**config.mk**
```make
export PLATFORM = sky130hd
export DESIGN_NAME = dmem_arbiter_flat
export DESIGN_NICKNAME = d
export VERILOG_FILES = /design/src/rtl/dmem_arbiter_if.sv /design/src/rtl/dmem_arbiter.sv /design/src/flat_wrapper.sv
export SDC_FILE = /design/constraint.sdc
export NUM_CORES = 1
export LEC_CHECK = 0
export BUFFER_PORTS_ARGS = -buffer_cell sky130_fd_sc_hd__buf_2
export CAP_MARGIN = 40
export CORE_AREA = 2 2 227 229
export CTS_BUF_LIST = sky130_fd_sc_hd__clkbuf_8
export DETAILED_ROUTE_END_ITERATION = 7
export DIE_AREA = 0 0 229 231
export GPL_TIMING_DRIVEN = 0
export PLACE_DENSITY = 0.47
export SLEW_MARGIN = 15
export SYNTH_ARGS = -nofsm -noshare
export SYNTH_HDL_FRONTEND = slang
export SYNTH_SLANG_ARGS = --single-unit
```
**constraint.sdc**
```tcl
create_clock -name clk -period 10.46 [get_ports clk]
set_input_delay 2.092 -clock clk [delete_from_list [all_inputs] [get_ports clk]]
set_output_delay 2.092 -clock clk [all_outputs]
set_load 0.05 [all_outputs]
```
**src/rtl/dmem_arbiter_if.sv**
```systemverilog
// Bus bundle between the two requesters, the arbiter and the data memory.
//   req0/1, we0/1, addr0/1, wdata0/1 : requester -> arbiter
//   ack0/1, rdata0/1, err0/1          : arbiter -> requester
//   mem_addr, mem_wdata, mem_re/we    : arbiter -> memory
//   mem_rdata                         : memory -> arbiter (combinational read)
//   stall, busy                       : arbiter status
// Modport slave is the arbiter's view; master is the requester/memory side.
interface dmem_arbiter_if;
  logic               req0, req1;
  logic               we0, we1;
  logic        [63:0] addr0, addr1;
  logic signed [63:0] wdata0, wdata1;
  logic               ack0, ack1;
  logic signed [63:0] rdata0, rdata1;
  logic               err0, err1;
  logic        [63:0] mem_addr;
  logic        [63:0] mem_wdata;
  logic               mem_re, mem_we;
  logic        [63:0] mem_rdata;
  logic               stall, busy;

  modport slave (
    input  req0, req1, we0, we1, addr0, addr1, wdata0, wdata1, mem_rdata,
    output ack0, ack1, rdata0, rdata1, err0, err1,
           mem_addr, mem_wdata, mem_re, mem_we, stall, busy
  );

  modport master (
    output req0, req1, we0, we1, addr0, addr1, wdata0, wdata1, mem_rdata,
    input  ack0, ack1, rdata0, rdata1, err0, err1,
           mem_addr, mem_wdata, mem_re, mem_we, stall, busy
  );
endinterface

```
**src/rtl/dmem_arbiter.sv**
```systemverilog
// Two-port round-robin arbiter and fixed-latency sequencer for the single-port
// data memory. Port 0 is the pipeline MEM stage, port 1 the debug/loader.
// Ports:
//   clk   : clock, rising edge
//   reset : asynchronous, active-high
//   bus   : dmem_arbiter_if.slave (requests, responses, memory side, stall/busy)
//
//   state  | meaning
//   IDLE   | arbitrate; latch winner's request on a grant
//   ACCESS | drive memory for LATENCY cycles, capture result on the last one
//   RESP   | one-cycle ack to the winner
module dmem_arbiter #(
  parameter int unsigned DEPTH   = 1024,
  parameter int unsigned LATENCY = 1
) (
  input logic           clk,
  input logic           reset,
  dmem_arbiter_if.slave bus
);

  localparam logic [63:0] DEPTH_W  = 64'(DEPTH);
  localparam logic [3:0]  CNT_INIT = 4'(LATENCY - 1);

  typedef enum logic [1:0] {IDLE, ACCESS, RESP} state_e;

  state_e      state_q, state_d;
  logic        last_q, last_d;
  logic        win_q, win_d;
  logic        we_q, we_d;
  logic        oor_q, oor_d;
  logic [63:0] addr_q, addr_d;
  logic [63:0] wdata_q, wdata_d;
  logic [3:0]  cnt_q, cnt_d;
  logic [63:0] rdata0_q, rdata0_d;
  logic [63:0] rdata1_q, rdata1_d;
  logic        err0_q, err0_d;
  logic        err1_q, err1_d;
  logic        sel1;
  logic [63:0] load_val;
  logic        ack0, ack1;

  always_ff @(posedge clk or posedge reset) begin
    if (reset) begin
      state_q  <= IDLE;
      last_q   <= 1'b1;
      win_q    <= 1'b0;
      we_q     <= 1'b0;
      oor_q    <= 1'b0;
      addr_q   <= '0;
      wdata_q  <= '0;
      cnt_q    <= '0;
      rdata0_q <= '0;
      rdata1_q <= '0;
      err0_q   <= 1'b0;
      err1_q   <= 1'b0;
    end else begin
      state_q  <= state_d;
      last_q   <= last_d;
      win_q    <= win_d;
      we_q     <= we_d;
      oor_q    <= oor_d;
      addr_q   <= addr_d;
      wdata_q  <= wdata_d;
      cnt_q    <= cnt_d;
      rdata0_q <= rdata0_d;
      rdata1_q <= rdata1_d;
      err0_q   <= err0_d;
      err1_q   <= err1_d;
    end
  end

  always_comb begin
    state_d  = state_q;
    last_d   = last_q;
    win_d    = win_q;
    we_d     = we_q;
    oor_d    = oor_q;
    addr_d   = addr_q;
    wdata_d  = wdata_q;
    cnt_d    = cnt_q;
    rdata0_d = rdata0_q;
    rdata1_d = rdata1_q;
    err0_d   = err0_q;
    err1_d   = err1_q;
    sel1     = 1'b0;
    load_val = '0;
    case (state_q)
      IDLE: begin
        if (bus.req0 || bus.req1) begin
          // On a tie the port that was not served last wins.
          sel1    = bus.req1 && (!bus.req0 || !last_q);
          win_d   = sel1;
          last_d  = sel1;
          we_d    = sel1 ? bus.we1 : bus.we0;
          addr_d  = sel1 ? bus.addr1 : bus.addr0;
          wdata_d = sel1 ? bus.wdata1 : bus.wdata0;
          oor_d   = (sel1 ? bus.addr1 : bus.addr0) >= DEPTH_W;
          cnt_d   = CNT_INIT;
          state_d = ACCESS;
        end
      end
      ACCESS: begin
        if (cnt_q == 4'd0) begin
          state_d  = RESP;
          load_val = oor_q ? 64'd0 : bus.mem_rdata;
          // Stores only touch err; loads also replace rdata.
          if (!win_q) begin
            err0_d = oor_q;
            if (!we_q) rdata0_d = load_val;
          end else begin
            err1_d = oor_q;
            if (!we_q) rdata1_d = load_val;
          end
        end else begin
          cnt_d = cnt_q - 4'd1;
        end
      end
      RESP:    state_d = IDLE;
      default: state_d = IDLE;
    endcase
  end

  always_comb begin
    bus.mem_addr  = '0;
    bus.mem_wdata = '0;
    bus.mem_re    = 1'b0;
    bus.mem_we    = 1'b0;
    if (state_q == ACCESS) begin
      bus.mem_addr  = addr_q;
      bus.mem_wdata = wdata_q;
      bus.mem_re    = !we_q && !oor_q;
      // A single write strobe at the end of the window.
      bus.mem_we    = we_q && !oor_q && (cnt_q == 4'd0);
    end
    ack0     = (state_q == RESP) && !win_q;
    ack1     = (state_q == RESP) && win_q;
    bus.busy = (state_q != IDLE);
  end

  assign bus.ack0   = ack0;
  assign bus.ack1   = ack1;
  assign bus.rdata0 = rdata0_q;
  assign bus.rdata1 = rdata1_q;
  assign bus.err0   = err0_q;
  assign bus.err1   = err1_q;
  assign bus.stall  = bus.req0 & ~ack0;

endmodule

```
**src/flat_wrapper.sv**
```systemverilog
// flat-port wrapper written by rule: the top's interface ports become plain ports
module dmem_arbiter_flat 
#(
  parameter int unsigned DEPTH   = 1024,
  parameter int unsigned LATENCY = 1
)
  (clk, reset, bus_req0, bus_req1, bus_we0, bus_we1, bus_addr0, bus_addr1, bus_wdata0, bus_wdata1, bus_mem_rdata, bus_ack0, bus_ack1, bus_rdata0, bus_rdata1, bus_err0, bus_err1, bus_mem_addr, bus_mem_wdata, bus_mem_re, bus_mem_we, bus_stall, bus_busy);
  dmem_arbiter_if bus_i ();
  input logic clk;
  input logic reset;
  input wire logic [$bits(bus_i.req0)-1:0] bus_req0;
  input wire logic [$bits(bus_i.req1)-1:0] bus_req1;
  input wire logic [$bits(bus_i.we0)-1:0] bus_we0;
  input wire logic [$bits(bus_i.we1)-1:0] bus_we1;
  input wire logic [$bits(bus_i.addr0)-1:0] bus_addr0;
  input wire logic [$bits(bus_i.addr1)-1:0] bus_addr1;
  input wire logic [$bits(bus_i.wdata0)-1:0] bus_wdata0;
  input wire logic [$bits(bus_i.wdata1)-1:0] bus_wdata1;
  input wire logic [$bits(bus_i.mem_rdata)-1:0] bus_mem_rdata;
  output wire logic [$bits(bus_i.ack0)-1:0] bus_ack0;
  output wire logic [$bits(bus_i.ack1)-1:0] bus_ack1;
  output wire logic [$bits(bus_i.rdata0)-1:0] bus_rdata0;
  output wire logic [$bits(bus_i.rdata1)-1:0] bus_rdata1;
  output wire logic [$bits(bus_i.err0)-1:0] bus_err0;
  output wire logic [$bits(bus_i.err1)-1:0] bus_err1;
  output wire logic [$bits(bus_i.mem_addr)-1:0] bus_mem_addr;
  output wire logic [$bits(bus_i.mem_wdata)-1:0] bus_mem_wdata;
  output wire logic [$bits(bus_i.mem_re)-1:0] bus_mem_re;
  output wire logic [$bits(bus_i.mem_we)-1:0] bus_mem_we;
  output wire logic [$bits(bus_i.stall)-1:0] bus_stall;
  output wire logic [$bits(bus_i.busy)-1:0] bus_busy;
  assign bus_i.req0 = bus_req0;
  assign bus_i.req1 = bus_req1;
  assign bus_i.we0 = bus_we0;
  assign bus_i.we1 = bus_we1;
  assign bus_i.addr0 = bus_addr0;
  assign bus_i.addr1 = bus_addr1;
  assign bus_i.wdata0 = bus_wdata0;
  assign bus_i.wdata1 = bus_wdata1;
  assign bus_i.mem_rdata = bus_mem_rdata;
  assign bus_ack0 = bus_i.ack0;
  assign bus_ack1 = bus_i.ack1;
  assign bus_rdata0 = bus_i.rdata0;
  assign bus_rdata1 = bus_i.rdata1;
  assign bus_err0 = bus_i.err0;
  assign bus_err1 = bus_i.err1;
  assign bus_mem_addr = bus_i.mem_addr;
  assign bus_mem_wdata = bus_i.mem_wdata;
  assign bus_mem_re = bus_i.mem_re;
  assign bus_mem_we = bus_i.mem_we;
  assign bus_stall = bus_i.stall;
  assign bus_busy = bus_i.busy;
  dmem_arbiter #(.DEPTH(DEPTH), .LATENCY(LATENCY)) u_core (.clk(clk), .reset(reset), .bus(bus_i));
endmodule
```
==> results.md <==
- Outcome: finished clean
- Post-CTS setup buffers: 0
- Layout cell share with drive strength beyond 1: 0.375
- Critical path, cell by cell: nor2b_1 > clkbuf_1 > buf_6 > clkbuf_1 > and2_1 > buf_2
- Routability cong.: 0.933
- Post-Syn Nets: 1608
- Overall power: 6.64 mW
- Area of the multi-input gates: 5270 µm²
- First-pass GRT wire length: 78.1 mm
- CTS clk-pin slew, worst paths: 0.06 ns
- CP bufs+invs: 4
- Unrepaired setup endpoints after global routing: false
- # DRC: 0
- Syn_area_per_cell: 9.74 µm²
- Worst slew pin tran: 0.753 ns
- H-tree levels: 2
- GR Layer Usage met2: 0.329
- Final hold vios: 0
- Peak supply drop: 0.174 mV
- Met3 GRT Util: 0.0500
- Power Density: 382 nW/µm²
- Synth warnings: 0
- Slowest cell on the critical path: clkbuf_1
- Commonest non-fill, non-tap cells in the layout: 630 x buf_2, 267 x dfrtp_1, 260 x nand2_1
- Vias per std cell: 4.47
- Post-DP Area: 16300 µm²
- CTS tree: yes
- IO Count: 590
- Cell mode on critical path: clkbuf_1
- Clk Latency, worst-skew pair: 0.63 ns
- Fin. max-slew vios: 0
- Die X: 229 µm
- Crit share post-route: 0.495
- Most common cell after layout, fill and taps aside: buf_2
- CP startpoint kind: flop
- Post-synthesis mux area share: 0.106
- Clk_skew: 0.0247 ns
- Overall die height: 231 µm
- Drt first pass iters: 5
- Number of max-cap violations: 0
- Met1 GRT Util: 0.241
- Critical path class: flop to primary output
- Initial Util: 0.246
- Number of CTS-inserted buffers: 51
- Post-detailed-route count of antenna-violating nets: 0
- Minimum clock period: 5.18 ns
- Hold-fix buffers, CTS: 0
- CP Max Fanout: 10
- Synth Register Bits: 268
- Nets: 2253
- Layout area overhead: 39.4%
- Arr. time, crit path: 3.08 ns
- Post-CTS Resized: 0
- Hold crit path type: flop to flop
- DP HPWL: 41.4 mm
- Area of all placed cells without fillers: 17400 µm²
- GRT Util Overall: 0.194
- Sequential-to-total area share from yosys stat: 0.538
- Synth Area in Adders: 0.00201
- Synth Area in Compound Gates: 0.109
- WL per Instance: 19.8 µm
- First-iteration detailed-routing DRC count: 610
- Crit-path leading delay family: buffers and inverters
- FILL cells: 5453
- # rows: 83
- EDFF count, synth: 0
- Worst EP required: 8.37 ns
- Mapped cell area: 12500 µm²
- Total gr overflow: 0
- Core ar.: 50700 µm²
- Utilization after layout: 0.343
- Main combinational cell family by area after synthesis: simple AND/OR/NAND/NOR gates
- GRT busiest layer: met2
- Post-Synth Simple-Gate Area: 0.205
- CP endpoint kind: primary output
- Vias: 11820
- Final setup viols: 0
- Netlist cell types: 40
- Initial antenna violation count: 4
- P_leak: 8.87 nW
- Top FF cell, synth: dfrtp_1
- CTS sink cnt: 268
- Largest net degree at the start of global routing: 107
- Slew headroom: 0.495
- Clk buf depth: 3
- Via count of the first global-routing pass: 12382
- XOR/XNOR share of the synthesized area: 0.00141
- Max Freq: 193 MHz
- Root buf cell: clkbuf_8
- Full die area: 52900 µm²
- Register Area: 6710 µm²
- Routed WL: 52.3 mm
- Ys async rst share: 1.00
- Post-Synthesis Cells: 1280
- Slowest stage delay, CP: 0.46 ns
- Port bufs: 589
[kinds of logic (layout without fill, tap and decap cells)]
kind of cell             count (synthesis)  in the layout
AND/OR/NAND/NOR                        513            513
flip-flops                             268            268
AO/OA/AOI/OAI                          267            267
multiplexers                           131            131
buffers and inverters                   97            779
adder cells (fa/ha/maj)                  2              2
XOR/XNOR                                 2              2
other                                    0              3
[worst min-delay path, cell delays in order, from the launching register on]
cell and delay (ns):
dfrtp_1 0.33, nand2_1 0.04, o21ai_0 0.06
[final cells by class]
| cell class | instances | area share |
|---|---|---|
| diodes | 3 | 0.000432 |
| plain buffers | 92 | 0.0269 |
| clock buffers | 67 | 0.0531 |
| clock inverters | 23 | 0.00655 |
| inverters | 5 | 0.00151 |
| multi-input cells | 915 | 0.303 |
| flip-flops and latches | 268 | 0.386 |
| well taps | 680 | 0.0490 |
| repair buffers | 592 | 0.173 |
[state kept, by name, indices dropped and copies added (netlist names)]
signal	count
u_core.addr_q	64
u_core.bus.err0	1
u_core.bus.err1	1
u_core.bus.rdata0	64
u_core.bus.rdata1	64
u_core.cnt_q	4
u_core.last_q	1
u_core.oor_q	1
u_core.state_q	2
u_core.wdata_q	64
u_core.we_q	1
u_core.win_q	1
[power by group]
part           total (mW)  switching (mW)  internal, mW
registers            1.80           0.260          1.54
logic                3.78            2.91         0.865
clock network        1.05           0.481         0.573
total                6.64            3.65          2.98
[layer usage]
layer,up-vias,wire (µm)
met1,5698,21800
met2,437,25400
met5,-,13
met4,2,1400
li1,5604,-
met3,79,3680
[stage by stage]
| stage | instances | hold slack, ns | setup TNS (ns) | setup slack, ns |
|---|---|---|---|---|
| 3_5_place_dp | 2552 | 0.462 | 0 | 5.61 |
| 3_3_place_gp | 2549 | 0.455 | -748.56 | -2.83 |
| 4_1_cts | 2642 | 0.474 | 0 | 5.14 |
| 5_1_grt | 2644 | 0.491 | 0 | 4.99 |
| 6_report | 2645 | 0.467 | 0 | 5.28 |
| 2_1_floorplan | 1280 | 0.442 | 0 | 0.988 |
[Yosys cell counts, drive strengths merged, types with 2 or more instances]
master    n  share of area
dfrtp   267           0.54
nand2   260          0.078
o21ai   259           0.10
and2    128          0.064
mux2i   128           0.10
nand2b   65          0.033
buf      55          0.026
clkbuf   37          0.011
nor4     27          0.014
nor2     10         0.0038
nand4     6         0.0030
inv       5         0.0015
nand3     4         0.0016
nor2b     4         0.0020
a21oi     3         0.0012
mux2      3         0.0027
nor3      3         0.0021
ha        2         0.0020
nor3b     2         0.0012
[final timing paths]
check,startpoint,to,slack [ns],cells past startpoint
worst max register to register,u_core.state_q[0],u_core.addr_q[14],8.09,7
max in group asynchronous,reset,u_core.bus.rdata0[13],7.97,3
min in group asynchronous,reset,u_core.wdata_q[41],1.52,2
worst max-delay path,u_core.state_q[0],bus_mem_addr[0],5.28,6
worst min register to register,u_core.wdata_q[39],u_core.wdata_q[39],0.47,2
worst min-delay path,u_core.wdata_q[39],u_core.wdata_q[39],0.47,2
Note: power is estimated with default switching activity, not from simulation.
